==> src/rtl/spi_adc_responder.sv <==
// spi_adc_responder: SPI responder emulating a 12-bit serial ADC; define SPI_RESP_RX_EN to capture MOSI words.
module spi_adc_responder #(
  parameter int FRAME_BITS = 16,
  parameter int DATA_BITS  = 12
) (
  input  logic                  clk,
  input  logic                  reset,
  input  logic                  cs,
  input  logic                  sck,
  input  logic                  mosi,
  output logic                  miso,
  output logic                  miso_oe,
  input  logic [DATA_BITS-1:0]  s_data,
  input  logic                  s_valid,
  output logic                  s_ready,
  output logic [FRAME_BITS-1:0] rx_data,
  output logic                  rx_valid,
  output logic                  frame_done,
  output logic                  frame_abort,
  output logic                  underrun
);
  localparam int PAD = FRAME_BITS - DATA_BITS;
  localparam int CW  = $clog2(FRAME_BITS + 1);
  typedef enum logic [1:0] {IDLE, ACTIVE, WAIT_CS_HIGH} state_t;
  state_t state, state_n;
  logic [1:0] cs_s, sck_s, mosi_s, warm;
  logic cs_d, sck_d, cs_fall, cs_rise, sck_rise, sck_fall;
  logic [FRAME_BITS-1:0] tx;
  logic [CW-1:0] cnt;
  logic [DATA_BITS-1:0] hold_data, last;
  logic hold_full, start, abort, done, accept;
  always_ff @(posedge clk or posedge reset) begin
    if (reset) begin
      cs_s     <= 2'b11;
      sck_s    <= '0;
      mosi_s   <= '0;
      cs_d     <= 1'b1;
      sck_d    <= 1'b0;
      cs_fall  <= 1'b0;
      cs_rise  <= 1'b0;
      sck_rise <= 1'b0;
      sck_fall <= 1'b0;
      warm     <= '0;
    end else begin
      cs_s     <= {cs_s[0], cs};
      sck_s    <= {sck_s[0], sck};
      mosi_s   <= {mosi_s[0], mosi};
      cs_d     <= cs_s[1];
      sck_d    <= sck_s[1];
      cs_fall  <= (warm == 2'd3) && cs_d && !cs_s[1];
      cs_rise  <= !cs_d && cs_s[1];
      sck_rise <= !sck_d && sck_s[1];
      sck_fall <= sck_d && !sck_s[1];
      warm     <= warm + {1'b0, warm != 2'd3};
    end
  end
  // warm==2 is the one cycle where the synchronizer first shows the real CS level after reset
  always_comb begin
    start   = (state == IDLE) && cs_fall;
    abort   = (state == ACTIVE) && cs_rise;
    done    = (state == ACTIVE) && !cs_rise && sck_rise && (cnt == CW'(FRAME_BITS - 1));
    accept  = s_valid && !hold_full;
    state_n = (state == IDLE && warm == 2'd2 && !cs_s[1]) ? WAIT_CS_HIGH :
              start ? ACTIVE :
              abort ? IDLE :
              done  ? WAIT_CS_HIGH :
              (state == WAIT_CS_HIGH && cs_s[1]) ? IDLE : state;
  end
  always_ff @(posedge clk or posedge reset) begin
    if (reset) state <= IDLE;
    else state <= state_n;
  end
  always_ff @(posedge clk or posedge reset) begin
    if (reset) begin
      tx          <= '0;
      cnt         <= '0;
      hold_full   <= 1'b0;
      hold_data   <= '0;
      last        <= '0;
      frame_done  <= 1'b0;
      frame_abort <= 1'b0;
      underrun    <= 1'b0;
    end else begin
      frame_done  <= done;
      frame_abort <= abort;
      underrun    <= start && !hold_full;
      hold_full   <= accept || (hold_full && !start);
      if (accept) hold_data <= s_data;
      if (start) begin
        tx  <= {{PAD{1'b0}}, hold_full ? hold_data : last};
        cnt <= '0;
        if (hold_full) last <= hold_data;
      end else if (state == ACTIVE) begin
        if (sck_fall) tx <= tx << 1;
        if (sck_rise) cnt <= cnt + CW'(1);
      end
    end
  end
  assign miso    = (state == ACTIVE) && tx[FRAME_BITS-1];
  assign miso_oe = state != IDLE;
  assign s_ready = !hold_full;
`ifdef SPI_RESP_RX_EN
  logic [FRAME_BITS-1:0] rx_sr;
  always_ff @(posedge clk or posedge reset) begin
    if (reset) begin
      rx_sr    <= '0;
      rx_data  <= '0;
      rx_valid <= 1'b0;
    end else begin
      rx_valid <= done;
      if (state == ACTIVE && sck_rise) rx_sr <= {rx_sr[FRAME_BITS-2:0], mosi_s[1]};
      if (done) rx_data <= {rx_sr[FRAME_BITS-2:0], mosi_s[1]};
    end
  end
`else
  logic unused_mosi;
  assign unused_mosi = ^mosi_s;
  assign rx_data     = '0;
  assign rx_valid    = 1'b0;
`endif
endmodule

==> config.mk <==
export PLATFORM = sky130hd
export DESIGN_NAME = spi_adc_responder
export DESIGN_NICKNAME = d
export VERILOG_FILES = /design/src/rtl/spi_adc_responder.sv
export SDC_FILE = /design/constraint.sdc
export NUM_CORES = 1
export LEC_CHECK = 0
export CAP_MARGIN = 20
export CORE_ASPECT_RATIO = 0.9
export CORE_MARGIN = 2
export CORE_UTILIZATION = 35
export CTS_CLUSTER_SIZE = 14
export DETAILED_ROUTE_END_ITERATION = 6
export PLACE_DENSITY_LB_ADDON = 0.12
export SYNTH_ARGS = -nofsm -noshare
export SYNTH_HDL_FRONTEND = slang
export SYNTH_SLANG_ARGS = --single-unit
==> constraint.sdc <==
create_clock -name clk -period 3.59 [get_ports clk]
set_clock_uncertainty 0.05 [all_clocks]
set_input_delay 0.718 -clock clk [delete_from_list [all_inputs] [get_ports clk]]
set_output_delay 0.718 -clock clk [all_outputs]
set_load 0.05 [all_outputs]
Word-level counts from Yosys, hierarchy flattened:

Cells that the tools add are included.

* output and inout bits: 23
* word-level logic and storage cells: 71
* flip-flop bits (word level): 63

* multiplexer cells: 12
* equality and inequality tests: 6
* add/sub/neg operators: 2
* reduce and logical (&&, ||, !) cells: 33

Operators with widths (count)
* $mux 16: 3
* $logic_and 1x1->1: 17
* $mux 5: 3
* $mux 12: 1
* $mux 2: 5
* $reduce_bool 2->1: 4
* $logic_not 1->1: 7
* $eq 2x2->1 const B: 3
* $add 5x1->5 const B: 1
* $eq 5x4->1 const B: 1
* $reduce_bool 5->1: 1
* $reduce_and 2->1: 2
* $add 2x1->2: 1
* $eq 2x1->1 const B: 1
* $logic_not 2->1: 1
* $ne 2x2->1 const B: 1
* $logic_or 1x1->1: 1

Logic depth before layout (Yosys ltp):

* depth in word-level cells: 8
* gate-level depth with buffers: 6
* gate-level depth less buffers: 6

Worst setup path after synthesis:

No wires, ideal clock.

* path type: register -> output
* start: register state[0]
* end: output port miso
* arrival: 1128 ps
* setup slack: 1694 ps
* buffers on the path: 1
* cell stages (with the launch flop): 4
* data required time: 2822 ps
* path through: dfrtp_1 > buf_4 > nor2b_1 > and2_1

* word-level cells in the longest chain between the ends: 2

RTL lines
* start: declaration: RTL line 25 `state_t state, state_n;`
* start signal: assignment: RTL line 71 `else state <= state_n;`
* $eq 2x1->1: RTL line 99 `assign miso = (state == ACTIVE) && tx[FRAME_BITS-1];`
* $logic_and 1x1->1: RTL line 99
* end: declaration: RTL line 11 `output logic miso,`

Every way passes these cells.

Worst setup path after layout:

Ends and elaborated chain as after synthesis.

==> results.py <==
metrics = {
    "run_status": {
        "run_status": "finished, final reports clean",
    },
    "synthesis": {
        "synthCells": 205,
        "yosysSeqAreaShare_pct": 58.7,
        "ys_types": 38,
        "synthTopCellsByArea": "dfrtp_1 56%, mux2_2 8.8%, buf_4 5.3%, mux2i_1 4.5%, a221o_1 3.0%",
        "syn_area_per_cell_um2": 13.1,
        "synth_top_area_cell": "dfrtp_1",
        "synth_warnings": 0,
        "synth_top_area_share_pct": 55.8,
        "ys.flop_type": "dfrtp_1",
        "syn_area_um2": 2690,
        "synth_edf_count": 0,
        "ys_ff_latch": 63,
        "synthArstFlopShare_pct": 100,
    },
    "worst_setup_path": {
        "cp.arrival_ns": 2.17,
        "path_class": "register to primary output",
        "timing.rr.start": "state[0]",
        "worstSetupStartpointType": "register",
        "critPathCaptureType": "primary output",
        "cp_max_fo": 10,
        "critical_path.startpoint": "state[0]",
        "required_ns": 2.82,
        "r2r_cells": 3,
    },
    "pwr": {
        "ir_worst_vdd_mv": 0.335,
        "finalPower_mw": 2.38,
        "p_per_area_nw_per_um2": 753,
        "power_leakage_nw": 1.40,
    },
    "sta": {
        "finalSetupTns_ns": 0,
        "min_period_ns": 2.93,
        "hold_ws_ns": 0.298,
        "hold_viol": 0,
        "max_freq_mhz": 341,
        "worst_pin_slew_ns": 0.867,
        "slew-limit-headroom_pct": 42.0,
        "rsz0062_at_grt": "false",
        "setup_ws_ns": 0.657,
        "maxSlewViolCount": 0,
        "fin_crit_sh_pct": 81.7,
        "setup_viol": 0,
    },
    "die": {
        "die_w_um": 96.5,
        "start_util_pct": 35.9,
        "dieHeight_um": 87.2,
        "pin_count": 41,
        "die_area_um2": 8410,
        "rows": 30,
        "core_area_um2": 7510,
    },
    "finish": {
        "antenna_cells": 0,
        "nNetsFinal": 252,
        "synthToLayoutAreaGrowth_pct": 17.5,
        "multi_input_area_um2": 971,
        "final_cell_mix": "60 x dfrtp_1, 22 x clkdlybuf4s50_1, 21 x mux2_2",
        "drive_above_1_share_pct": 21.6,
        "stdcell_count": 332,
        "nFillCells": 727,
        "ff_latch_area_um2": 1580,
        "final_util_pct": 42.1,
        "layout_commonest_cell": "dfrtp_1",
        "fin_area_um2": 3160,
    },
    "route": {
        "totalWireLength_um": 4340,
        "drtIter0Drc": 36,
        "vias": 1567,
        "routedWlPerCell_um": 13.1,
        "ant_nets": 0,
        "drc": 0,
        "first_pass_iters": 4,
        "vias_per_cell": 4.72,
    },
    "grt": {
        "grt_pass1_wl_um": 7390,
        "grt_max_degree": 28,
        "antenna_found_initial": 0,
        "grt_overflow_total": 0,
        "gr-usage-all-layers_pct": 12.0,
        "first_global_vias": 1496,
    },
    "clocking": {
        "cts_tree": "done",
        "cts.path.max_buffers": 2,
        "cts_made_buffers": 9,
        "cts_max_level": 3,
        "root_buffer": "clkbuf_8",
        "cts.sinks": 63,
        "cts_resized": 0,
        "cts.clk_slew.worst_paths_ns": 0.06,
        "ctsHoldBuffers": 0,
        "clk-insertion-delay-late_ns": 0.33,
        "post-cts-setup-buffers": 0,
    },
    "place": {
        "place_inst": 317,
        "portBuffers": 22,
        "placed_area_um2": 2930,
        "dpl.hpwl_um": 2960,
        "post-place-ws_ns": 0.968,
        "gp_congestion": 0.691,
    },
    "min_path": {
        "holdPathStages": 0,
        "worstHoldPathType": "register to register",
        "hold_start": "sck_s[0]",
    },
    "flow_run": {
        "drv_cap": 0,
    },
}
==> kinds of logic (layout without fill, tap and decap cells) <==
kind of cell,after synthesis,after routing,share of synthesized area [%]
flops,63,63,58.7
simple gates,45,45,10.1
compound gates,31,31,9.11
xor+xnor,1,1,0.325
mux,33,33,13.2
other cells,1,17,0.139
buf+inv,29,44,7.48
fa+ha+maj,2,2,0.929
==> state kept, by name, summed over array words and instances, names as in the netlist, 2 cells and up <==
signal / cells
cs_s: 2
sck_s: 2
cnt: 5
hold_data: 12
state: 2
tx: 16
last: 12
warm: 2
==> synthesized netlist by cell type (2+ instances only) <==
cell type / n
dfstp_2: 3
and2_1: 4
nor2b_1: 7
mux2i_1: 12
buf_2: 4
a22o_1: 4
a21oi_1: 7
and4b_1: 2
nand3_1: 2
buf_6: 2
o2bb2ai_1: 2
o21ai_0: 4
dfrtp_1: 60
nor2_1: 18
inv_1: 3
buf_4: 19
or2_2: 2
a211oi_2: 2
mux2_2: 21
a221o_1: 8
ha_1: 2
==> per-layer routing <==
metal	global-route usage, %	up-vias	share of wire (%)
li1	-	745	-
met1	17.3	771	52
met2	16.0	40	40
met3	3.12	11	4.0
met4	6.91	0	3.0
met5	0	-	0
==> critical path: stages, from the launching register on <==
cell and delay, ns:
dfrtp_1 0.52, nor2b_1 0.34, and2_1 0.18, clkdlybuf4s50_1 0.80
==> final timing paths <==
path	endpoint	slack (ns)
min	sck_s[1]	0.30
max in group asynchronous	hold_data[5]	2.03
max	miso	0.66
max reg2reg	tx[2]	1.48
min reg2reg	sck_s[1]	0.30
min in group asynchronous	last[11]	0.72
==> report_power, final <==
group | total, mW | switching [mW] | leakage (nW) | internal [mW]
Sequential | 1.09 | 0.145 | 0.765 | 0.948
Combinational | 0.590 | 0.286 | 0.515 | 0.303
Clock | 0.700 | 0.257 | 0.118 | 0.443
==> final cells by class <==
class | instances | share of cell area (%)
Inverter | 3 | 0.356
Clock inverter | 3 | 2.06
Multi-Input combinational cell | 129 | 30.7
Tap cell | 96 | 3.80
Clock buffer | 12 | 5.22
Sequential cell | 63 | 50.0
Timing Repair Buffer | 26 | 7.91
(Power assumes the default switching activity.)
